**src/rtl/alu_pkg.sv**
```systemverilog
// Shared definitions for the sequential ALU: command encodings, FSM states
// and the fixed datapath dimensions.
package alu_pkg;

  localparam int ALU_WIDTH = 4;
  localparam int ALU_NREG  = 4;
  localparam int ALU_AW    = 2;

  typedef enum logic [1:0] {
    OP_LOAD = 2'b00,
    OP_ADD  = 2'b01,
    OP_NAND = 2'b10,
    OP_CMP  = 2'b11
  } op_e;

  typedef enum logic [1:0] {
    S_IDLE = 2'b00,
    S_READ = 2'b01,
    S_EXEC = 2'b10,
    S_WB   = 2'b11
  } state_e;

endpackage

```
**src/rtl/alu.sv**
```systemverilog
// Combinational ALU: modulo-2^WIDTH add (sel=0) or bitwise NAND (sel=1),
// with operand-equality and signed-overflow indications.
module alu
  import alu_pkg::*;
#(
  parameter int WIDTH = ALU_WIDTH
) (
  input  logic [WIDTH-1:0] A,
  input  logic [WIDTH-1:0] B,
  input  logic             sel,
  output logic [WIDTH-1:0] RES,
  output logic             eq,
  output logic             ovf
);

  always_comb begin
    RES = sel ? ~(A & B) : A + B;
    eq  = (A == B);
    // Overflow only has meaning for the add path.
    ovf = !sel && (A[WIDTH-1] == B[WIDTH-1]) && (RES[WIDTH-1] != A[WIDTH-1]);
  end

endmodule

```
**src/rtl/alu_seq.sv**
```systemverilog
// Four-state command sequencer around the ALU with an inline register file,
// a registered result, sticky equality/overflow flags and a debug read port.
module alu_seq
  import alu_pkg::*;
#(
  parameter int WIDTH = ALU_WIDTH,
  parameter int NREG  = ALU_NREG
) (
  input  logic              clk,
  input  logic              rst_n,
  input  logic              op_valid,
  output logic              op_ready,
  input  logic [1:0]        op_code,
  input  logic [ALU_AW-1:0] op_rd,
  input  logic [ALU_AW-1:0] op_ra,
  input  logic [ALU_AW-1:0] op_rb,
  input  logic [WIDTH-1:0]  op_imm,
  output logic              done,
  output logic [WIDTH-1:0]  result,
  output logic              flag_eq,
  output logic              flag_ovf,
  input  logic [ALU_AW-1:0] dbg_addr,
  output logic [WIDTH-1:0]  dbg_data
);

  state_e              state_q, state_d;
  op_e                 code_q;
  logic [ALU_AW-1:0]   rd_q, ra_q, rb_q;
  logic [WIDTH-1:0]    imm_q;
  logic [WIDTH-1:0]    rf_q [NREG];
  logic [WIDTH-1:0]    a_q, b_q, res_q, result_q;
  logic                eq_q, ovf_q, flag_eq_q, flag_ovf_q, done_q;
  logic [WIDTH-1:0]    alu_res;
  logic                alu_eq, alu_ovf;
  logic                accept;

  alu #(.WIDTH(WIDTH)) u_alu (
    .A   (a_q),
    .B   (b_q),
    .sel (code_q == OP_NAND),
    .RES (alu_res),
    .eq  (alu_eq),
    .ovf (alu_ovf)
  );

  always_comb begin
    state_d  = state_q;
    op_ready = 1'b0;
    case (state_q)
      S_IDLE: begin
        op_ready = 1'b1;
        if (op_valid) state_d = S_READ;
      end
      S_READ:  state_d = S_EXEC;
      S_EXEC:  state_d = S_WB;
      S_WB:    state_d = S_IDLE;
      default: state_d = S_IDLE;
    endcase
  end

  assign accept = op_valid && op_ready;

  always_ff @(posedge clk or negedge rst_n) begin
    if (!rst_n) state_q <= S_IDLE;
    else        state_q <= state_d;
  end

  always_ff @(posedge clk or negedge rst_n) begin
    if (!rst_n) begin
      code_q <= OP_LOAD;
      rd_q   <= '0;
      ra_q   <= '0;
      rb_q   <= '0;
      imm_q  <= '0;
    end else if (accept) begin
      code_q <= op_e'(op_code);
      rd_q   <= op_rd;
      ra_q   <= op_ra;
      rb_q   <= op_rb;
      imm_q  <= op_imm;
    end
  end

  // Operands are captured in READ, so a WB write to an aliased register
  // cannot disturb the command that produced it.
  always_ff @(posedge clk or negedge rst_n) begin
    if (!rst_n) begin
      for (int unsigned i = 0; i < NREG; i++) rf_q[i] <= '0;
      a_q        <= '0;
      b_q        <= '0;
      res_q      <= '0;
      eq_q       <= 1'b0;
      ovf_q      <= 1'b0;
      result_q   <= '0;
      flag_eq_q  <= 1'b0;
      flag_ovf_q <= 1'b0;
      done_q     <= 1'b0;
    end else begin
      done_q <= 1'b0;
      case (state_q)
        S_READ: begin
          a_q <= rf_q[ra_q];
          b_q <= rf_q[rb_q];
        end
        S_EXEC: begin
          res_q <= alu_res;
          eq_q  <= alu_eq;
          ovf_q <= alu_ovf;
        end
        S_WB: begin
          done_q <= 1'b1;
          if (code_q == OP_LOAD) begin
            result_q   <= imm_q;
            rf_q[rd_q] <= imm_q;
          end else begin
            result_q   <= res_q;
            flag_eq_q  <= eq_q;
            flag_ovf_q <= ovf_q;
            if (code_q != OP_CMP) rf_q[rd_q] <= res_q;
          end
        end
        default: ;
      endcase
    end
  end

  assign done     = done_q;
  assign result   = result_q;
  assign flag_eq  = flag_eq_q;
  assign flag_ovf = flag_ovf_q;
  assign dbg_data = rf_q[dbg_addr];

endmodule

```
**config.mk**
```make
export PLATFORM = sky130hd
export DESIGN_NAME = alu_seq
export DESIGN_NICKNAME = d
export VERILOG_FILES = /design/src/rtl/alu_pkg.sv /design/src/rtl/alu.sv /design/src/rtl/alu_seq.sv
export SDC_FILE = /design/constraint.sdc
export NUM_CORES = 1
export LEC_CHECK = 0
export CORE_AREA = 2 2 82 84
export CTS_CLUSTER_SIZE = 10
export DETAILED_ROUTE_END_ITERATION = 8
export DIE_AREA = 0 0 84 86
export PLACE_DENSITY = 0.69
export SLEW_MARGIN = 10
export SYNTH_ARGS = -nofsm -noshare
export SYNTH_HDL_FRONTEND = slang
export SYNTH_SLANG_ARGS = --single-unit
```
**constraint.sdc**
```tcl
create_clock -name clk -period 1.8 [get_ports clk]
set_input_delay 0.45 -clock clk [delete_from_list [all_inputs] [get_ports clk]]
set_output_delay 0.45 -clock clk [all_outputs]
set_load 0.02 [all_outputs]
```
==> results of run 1 <==
-- what timing repair did --
action,4_1_cts,5_1_grt
gates resized for setup,25,10
endpoints found under the setup margin,5,11
setup buffers,1,2
hold buffers,0,0
-- metal layers --
metal  global-route usage  part of all wire  vias to the layer above
li1                     -                 -                      748
met5                    0                 0                        -
met2                0.255              0.50                       18
met1                0.218              0.46                      795
met4               0.0557             0.011                        0
met3               0.0298             0.025                        6
-- how the worst min path moves through the flow --
stage          startpoint  endpoint  slack [ps]  cells past startpoint
2_1_floorplan       rst_n    a_q[0]         150                      0
3_3_place_gp        rst_n   ra_q[1]         460                      2
3_5_place_dp        rst_n   rb_q[0]         460                      2
4_1_cts             rst_n  rf_q[12]         130                      2
5_1_grt             rst_n   rf_q[4]         140                      2
6_report            rst_n   rb_q[0]         120                      2
-- placed cells by master, fill, tap and decap left out, types with 2 or more instances in the layout --
cell              n
o21ai_0           6
mux4_2           12
dfrtp_1          51
nand2_1           5
ha_1              7
clkdlybuf4s50_1  19
buf_6             5
nand2b_1          2
mux2i_1           2
buf_12            2
a21oi_1           3
buf_4            22
inv_1             7
clkbuf_8          6
nand3_1           3
mux2_2           46
nand3b_1          3
nor2_1            4
buf_2             2
nor2b_1           3
-- worst max-delay path: stages, from the launching register on --
cell and delay [ps]:
dfrtp_1 410, mux4_2 470, buf_6 150
-- logic make-up after synthesis --
family / after synthesis / share of synthesized area
muxes: 60 / 0.323
adders and majority gates: 9 / 0.0480
AOI/OAI and AO/OA: 18 / 0.0510
buffers and inverters: 10 / 0.0160
and+or+nand+nor: 21 / 0.0485
DFF: 51 / 0.510
xor gates and xnor gates: 1 / 0.00350
-- flip-flops by register name (all words and copies together), names as in the netlist --
signal,flops
ra_q,2
ovf_q,1
result,4
rb_q,2
flag_eq,1
done,1
res_q,4
eq_q,1
b_q,4
a_q,4
rf_q,16
rd_q,2
state_q,2
imm_q,4
flag_ovf,1
code_q,2
-- power by group through the flow --
stage          Sequential (W)  Clock [W]  Combinational, W
6_report              0.00215   0.000689           0.00310
5_1_grt               0.00223   0.000765           0.00338
4_1_cts               0.00215   0.000723           0.00304
3_5_place_dp          0.00217          0           0.00306
3_3_place_gp          0.00215          0           0.00298
2_1_floorplan         0.00217          0           0.00184
-- cell usage after synthesis, types with 2 or more instances --
library cell  number  share of area
mux4_2            12           0.11
o21ai_0            6          0.012
mux2i_1            2         0.0080
nor2_1             4         0.0060
dfrtp_1           51           0.51
inv_1              7          0.011
mux2_2            46           0.21
nand3b_1           3         0.0090
a21oi_1            3         0.0060
buf_2              2         0.0040
nand3_1            3         0.0060
nor2b_1            3         0.0075
nand2_1            5         0.0075
ha_1               8          0.040
nand2b_1           2         0.0050
-- metrics by stage --
step	util	hold slack, ps
finish	0.507	123
global route	0.507	142
CTS	0.500	125
detailed placement	0.486	460
global placement	0.486	464
floorplan	-	154
-- cell type report --
cell class / instances / area [µm²] / share of cell area
tap: 77 / 96.3 / 0.0303
clock buffer: 6 / 82.6 / 0.0260
multi-input combinational: 109 / 1200 / 0.376
clock inverter: 2 / 16.3 / 0.00511
sequential: 51 / 1280 / 0.401
timing repair buffer: 53 / 488 / 0.153
inverter: 7 / 26.3 / 0.00826
==> impl_metrics.env, run 1 <==
export IMPL_static_leakage_power_nw=1.41
export IMPL_detail_route_vias_per_cell=5.14
export IMPL_worst_setup_path_startpoint="rf_q[5]"
export IMPL_average_footprint_of_a_synthesized_cell_um2=14.7
export IMPL_synth_yosys_warnings=0
export IMPL_post_route_period_util=0.988
export IMPL_p_per_area_mw_per_mm2=1870
export IMPL_largest_net_degree_at_the_start_of_global_routing=52
export IMPL_first_global_vias=1732
export IMPL_mappedNetlistArea_mm2=0.00250
export IMPL_pin_count=29
export IMPL_final_setup_viol_count=0
export IMPL_place_congestion=0.773
export IMPL_clock_root_buffer="clkbuf_8"
export IMPL_post_cts_clock_slew_at_the_launch_and_capture_registers_of_the_worst_setup_and_hold_paths_ps=90
export IMPL_combPwrFrac=0.522
export IMPL_detail_route_iter0_violations=66
export IMPL_final_hold_violation_count=0
export IMPL_finalWorstPathRequiredPeriod_ps=1780
export IMPL_fin_nets=253
export IMPL_critPathLaunchType="flip-flop"
export IMPL_power_switching_fraction=0.355
export IMPL_clock_sinks=51
export IMPL_reg2regPathDepth=4
export IMPL_count_of_pins_over_their_slew_limit=0
export IMPL_clock_power_frac=0.116
export IMPL_synth_seq_area_share=0.510
export IMPL_num_antenna_cells=0
export IMPL_drcViolationCount=0
export IMPL_design_power_total_w=0.00594
export IMPL_finalInstanceArea_mm2=0.00318
export IMPL_placementRows=29
export IMPL_power_report_internal_total_w=0.00383
export IMPL_chipWidth_um=84
export IMPL_mappedNetlistNets=196
export IMPL_status="finished, final reports clean"
export IMPL_termination_of_the_worst_setup_path="dbg_data[1]"
export IMPL_grt_pass1_wl_mm=8.88
export IMPL_worst_r2r_setup_slack_ps=100
export IMPL_switching_power_w=0.00211
export IMPL_finalWirelength_mm=5.07
export IMPL_max_vdd_ir_drop_mv=0.906
export IMPL_cts_htree_levels=2
export IMPL_worst_endpoint_arrival_ps=1330
export IMPL_final_layout_size_suffix_gt1_frac=0.447
export IMPL_via_count=1567
export IMPL_fin_tns_setup_ps=0
export IMPL_worstSetupPathType="flip-flop to output pin"
export IMPL_min_path_type="primary input to asynchronous set/reset pin"
export IMPL_p_seq_frac=0.362
export IMPL_floorplan_die_height_um=86
export IMPL_antenna_violating_nets_post_route=0
export IMPL_async_flop_share=1.00
export IMPL_post_synth_inst_count=170
export IMPL_ctsLongestPathBuffers=2
export IMPL_track_usage=0.159
export IMPL_antenna_violations_before_repair=0
export IMPL_reg_to_reg_startpoint="state_q[0]"
export IMPL_cts_inserted_buffers=5
export IMPL_place_inst=294
export IMPL_timing_clock_skew_ps=8.33
export IMPL_detail_route_first_pass_iterations=4
export IMPL_critical_path_required_ps=1350
export IMPL_worstSetupEndpointType="output pin"
export IMPL_layoutNonFillerInstCount=305
export IMPL_worst_slew_pin_slew_ps=451
export IMPL_drv_max_cap_violation_count=0
export IMPL_reg2reg_to="rf_q[13]"
export IMPL_synth_ff_type="dfrtp_1"
export IMPL_max_freq_mhz=562
export IMPL_slew_headroom=0.696
export IMPL_insertion_delay_ps=310
export IMPL_dp_worst_setup_slack_ps=-767
export IMPL_globalRouteOverflowTotal=0
export IMPL_drt_wirelength_per_cell_um=16.6
export IMPL_timing_final_ws_setup_ps=21.6
export IMPL_synth_enable_flop_cells=0
export IMPL_place_detailed_hpwl_mm=3.83
export IMPL_fp_dieArea_mm2=0.00722
export IMPL_ys_types=28
export IMPL_place_port_buffers=28
export IMPL_cts_tree="yes"
export IMPL_area_growth_pct=27.1
export IMPL_grt_setup_unrepaired="yes"
export IMPL_core_area_mm2=0.00628
export IMPL_synth_seq_cells=51
export IMPL_crit_path_max_fanout=2
export IMPL_start_util=0.399
export IMPL_final_fill_count=543
export IMPL_postPlaceCellArea_mm2=0.00305
Power figures use the tool's default switching activity.
==> run 2, diff against run 1 <==
--- a/config.mk
+++ b/config.mk
@@ -10,6 +10,7 @@
 export DETAILED_ROUTE_END_ITERATION = 8
 export DIE_AREA = 0 0 84 86
 export PLACE_DENSITY = 0.69
+export SKIP_LAST_GASP = 1
 export SLEW_MARGIN = 10
 export SYNTH_ARGS = -nofsm -noshare
 export SYNTH_HDL_FRONTEND = slang
==> results of run 2 <==
Same layout as run 1: the final DEF is identical, and so are final timing and power.
==> run 3, diff against run 2 <==
--- a/config.mk
+++ b/config.mk
@@ -5,11 +5,11 @@
 export SDC_FILE = /design/constraint.sdc
 export NUM_CORES = 1
 export LEC_CHECK = 0
-export CORE_AREA = 2 2 82 84
+export CORE_AREA = 2 2 83 85
 export CTS_CLUSTER_SIZE = 10
 export DETAILED_ROUTE_END_ITERATION = 8
-export DIE_AREA = 0 0 84 86
-export PLACE_DENSITY = 0.69
+export DIE_AREA = 0 0 85 87
+export PLACE_DENSITY = 0.68
 export SKIP_LAST_GASP = 1
 export SLEW_MARGIN = 10
 export SYNTH_ARGS = -nofsm -noshare
==> impl_metrics.env, run 3 (synthesis results as in run 1) <==
export IMPL_timing_critical_path_cells="mux4_2 > buf_6"
export IMPL_finalWorstPathRequiredPeriod_ps=1780
export IMPL_fin_nets=249
export IMPL_worstSetupPathType="flip-flop to output pin"
export IMPL_antenna_violations_before_repair=0
export IMPL_largest_net_degree_at_the_start_of_global_routing=52
export IMPL_finalWirelength_mm=5.00
export IMPL_max_freq_mhz=563
export IMPL_slew_headroom=0.722
export IMPL_timing_clock_skew_ps=7.25
export IMPL_number_of_flip_flops_under_the_largest_register_name=16
export IMPL_grt_setup_unrepaired="yes"
export IMPL_track_usage=0.147
export IMPL_area_growth_pct=25.9
export IMPL_grt_pass1_wl_mm=8.33
export IMPL_place_port_buffers=28
export IMPL_final_fill_count=540
export IMPL_dp_worst_setup_slack_ps=-766
export IMPL_ctsLongestPathBuffers=2
export IMPL_cts_htree_levels=2
export IMPL_largest_register="rf_q"
export IMPL_worstSetupEndpointType="output pin"
export IMPL_core_area_mm2=0.00657
export IMPL_final_setup_viol_count=0
export IMPL_most_common_library_cell_in_the_layout_ignoring_fill_and_taps="dfrtp_1"
export IMPL_worst_slew_pin_slew_ps=413
export IMPL_floorplan_die_height_um=87
export IMPL_max_vdd_ir_drop_mv=0.858
export IMPL_critical_path_required_ps=1350
export IMPL_mostFrequentLayoutCells="51 x dfrtp_1, 46 x mux2_2, 20 x clkdlybuf4s50_1"
export IMPL_critPathLaunchType="flip-flop"
export IMPL_clock_root_buffer="clkbuf_8"
export IMPL_place_detailed_hpwl_mm=3.80
export IMPL_cts_setup_buffers=0
export IMPL_antenna_violating_nets_post_route=0
export IMPL_worst_path_buf_inv=1
export IMPL_detail_route_first_pass_iterations=4
export IMPL_clock_sinks=51
export IMPL_cpMaxStageDelayCell="mux4_2"
export IMPL_post_cts_clock_slew_at_the_launch_and_capture_registers_of_the_worst_setup_and_hold_paths_ps=90
export IMPL_drv_max_cap_violation_count=0
export IMPL_hold_worst_slack_ps=114
export IMPL_critPathTopFamily="multiplexers"
export IMPL_final_hold_violation_count=0
export IMPL_cts_tree="yes"
export IMPL_count_of_pins_over_their_slew_limit=0
export IMPL_chipWidth_um=85
export IMPL_drt_wirelength_per_cell_um=16.4
export IMPL_static_leakage_power_nw=1.38
export IMPL_crit_path_max_fanout=2
export IMPL_via_count=1571
export IMPL_p_per_area_mw_per_mm2=1870
export IMPL_detail_route_iter0_violations=82
export IMPL_fp_dieArea_mm2=0.00740
export IMPL_timing_final_ws_setup_ps=23.0
export IMPL_first_global_vias=1617
export IMPL_final_layout_size_suffix_gt1_frac=0.433
export IMPL_status="finished, final reports clean"
export IMPL_placementRows=30
export IMPL_cts_inserted_buffers=5
export IMPL_worst_endpoint_arrival_ps=1330
export IMPL_globalRouteOverflowTotal=0
export IMPL_start_util=0.381
export IMPL_num_antenna_cells=0
export IMPL_pin_count=29
export IMPL_min_path_type="primary input to asynchronous set/reset pin"
export IMPL_slowest_delay_ps=480
export IMPL_place_congestion=0.776
export IMPL_insertion_delay_ps=300
export IMPL_post_route_period_util=0.987
export IMPL_drcViolationCount=0
export IMPL_detail_route_vias_per_cell=5.17
-- run 3: cell count changes in the layout (fill, tap and decap cells not counted), sizes merged --
cell,previous run,this run
dlymetal6s2s,1,0
clkdlybuf4s50,19,20
buf,31,27
-- run 3: final timing paths --
path / startpoint / end / slack (ps) / depth (start not counted)
worst max-delay path: rf_q[4] / dbg_data[0] / 20 / 2
worst min-delay path: rst_n / rb_q[1] / 110 / 2
worst max register to register: a_q[0] / res_q[2] / 110 / 6
worst min register to register: eq_q / eq_q / 500 / 2
max in group asynchronous: rst_n / rf_q[14] / 1440 / 2
min in group clk: eq_q / eq_q / 500 / 2
-- run 3: cell type report --
cell class | instances | area (µm²) | share of cell area
clock buffers | 6 | 82.6 | 0.0262
flip-flops and latches | 51 | 1280 | 0.405
repair buffers | 49 | 455 | 0.145
well taps | 80 | 100 | 0.0318
clock inverters | 2 | 16.3 | 0.00516
inverters | 7 | 26.3 | 0.00834
multi-input cells | 109 | 1190 | 0.379
-- run 3: what timing repair did --
action | CTS | global route
endpoints found under the setup margin | 5 | 8
gates resized for setup | 28 | 6
hold buffers | 0 | 0
hold endpoints to repair | 0 | 0
-- run 3: through the flow --
step	instances	setup TNS [ps]	instance area, µm²	total power [W]	util
2_1_floorplan	170	0	2500	0.00402	-
3_3_place_gp	296	-3020	3050	0.00512	0.464
3_5_place_dp	296	-3000	3050	0.00519	0.464
4_1_cts	304	0	3140	0.00590	0.477
5_1_grt	304	-79.1	3150	0.00632	0.480
6_report	304	0	3150	0.00589	0.480
-- run 3: power breakdown --
part           internal, W  leakage [nW]  switching, W
logic              0.00175         0.713       0.00129
registers          0.00171         0.621      0.000438
clock network     0.000314        0.0474      0.000385
total              0.00378          1.38       0.00211
-- run 3: layer usage --
layer / vias up / global-route usage / part of all wire
li1: 744 / - / -
met1: 788 / 0.207 / 0.47
met2: 35 / 0.230 / 0.49
met3: 4 / 0.0360 / 0.036
met4: 0 / 0.0346 / 0.0080
met5: - / 0 / 0
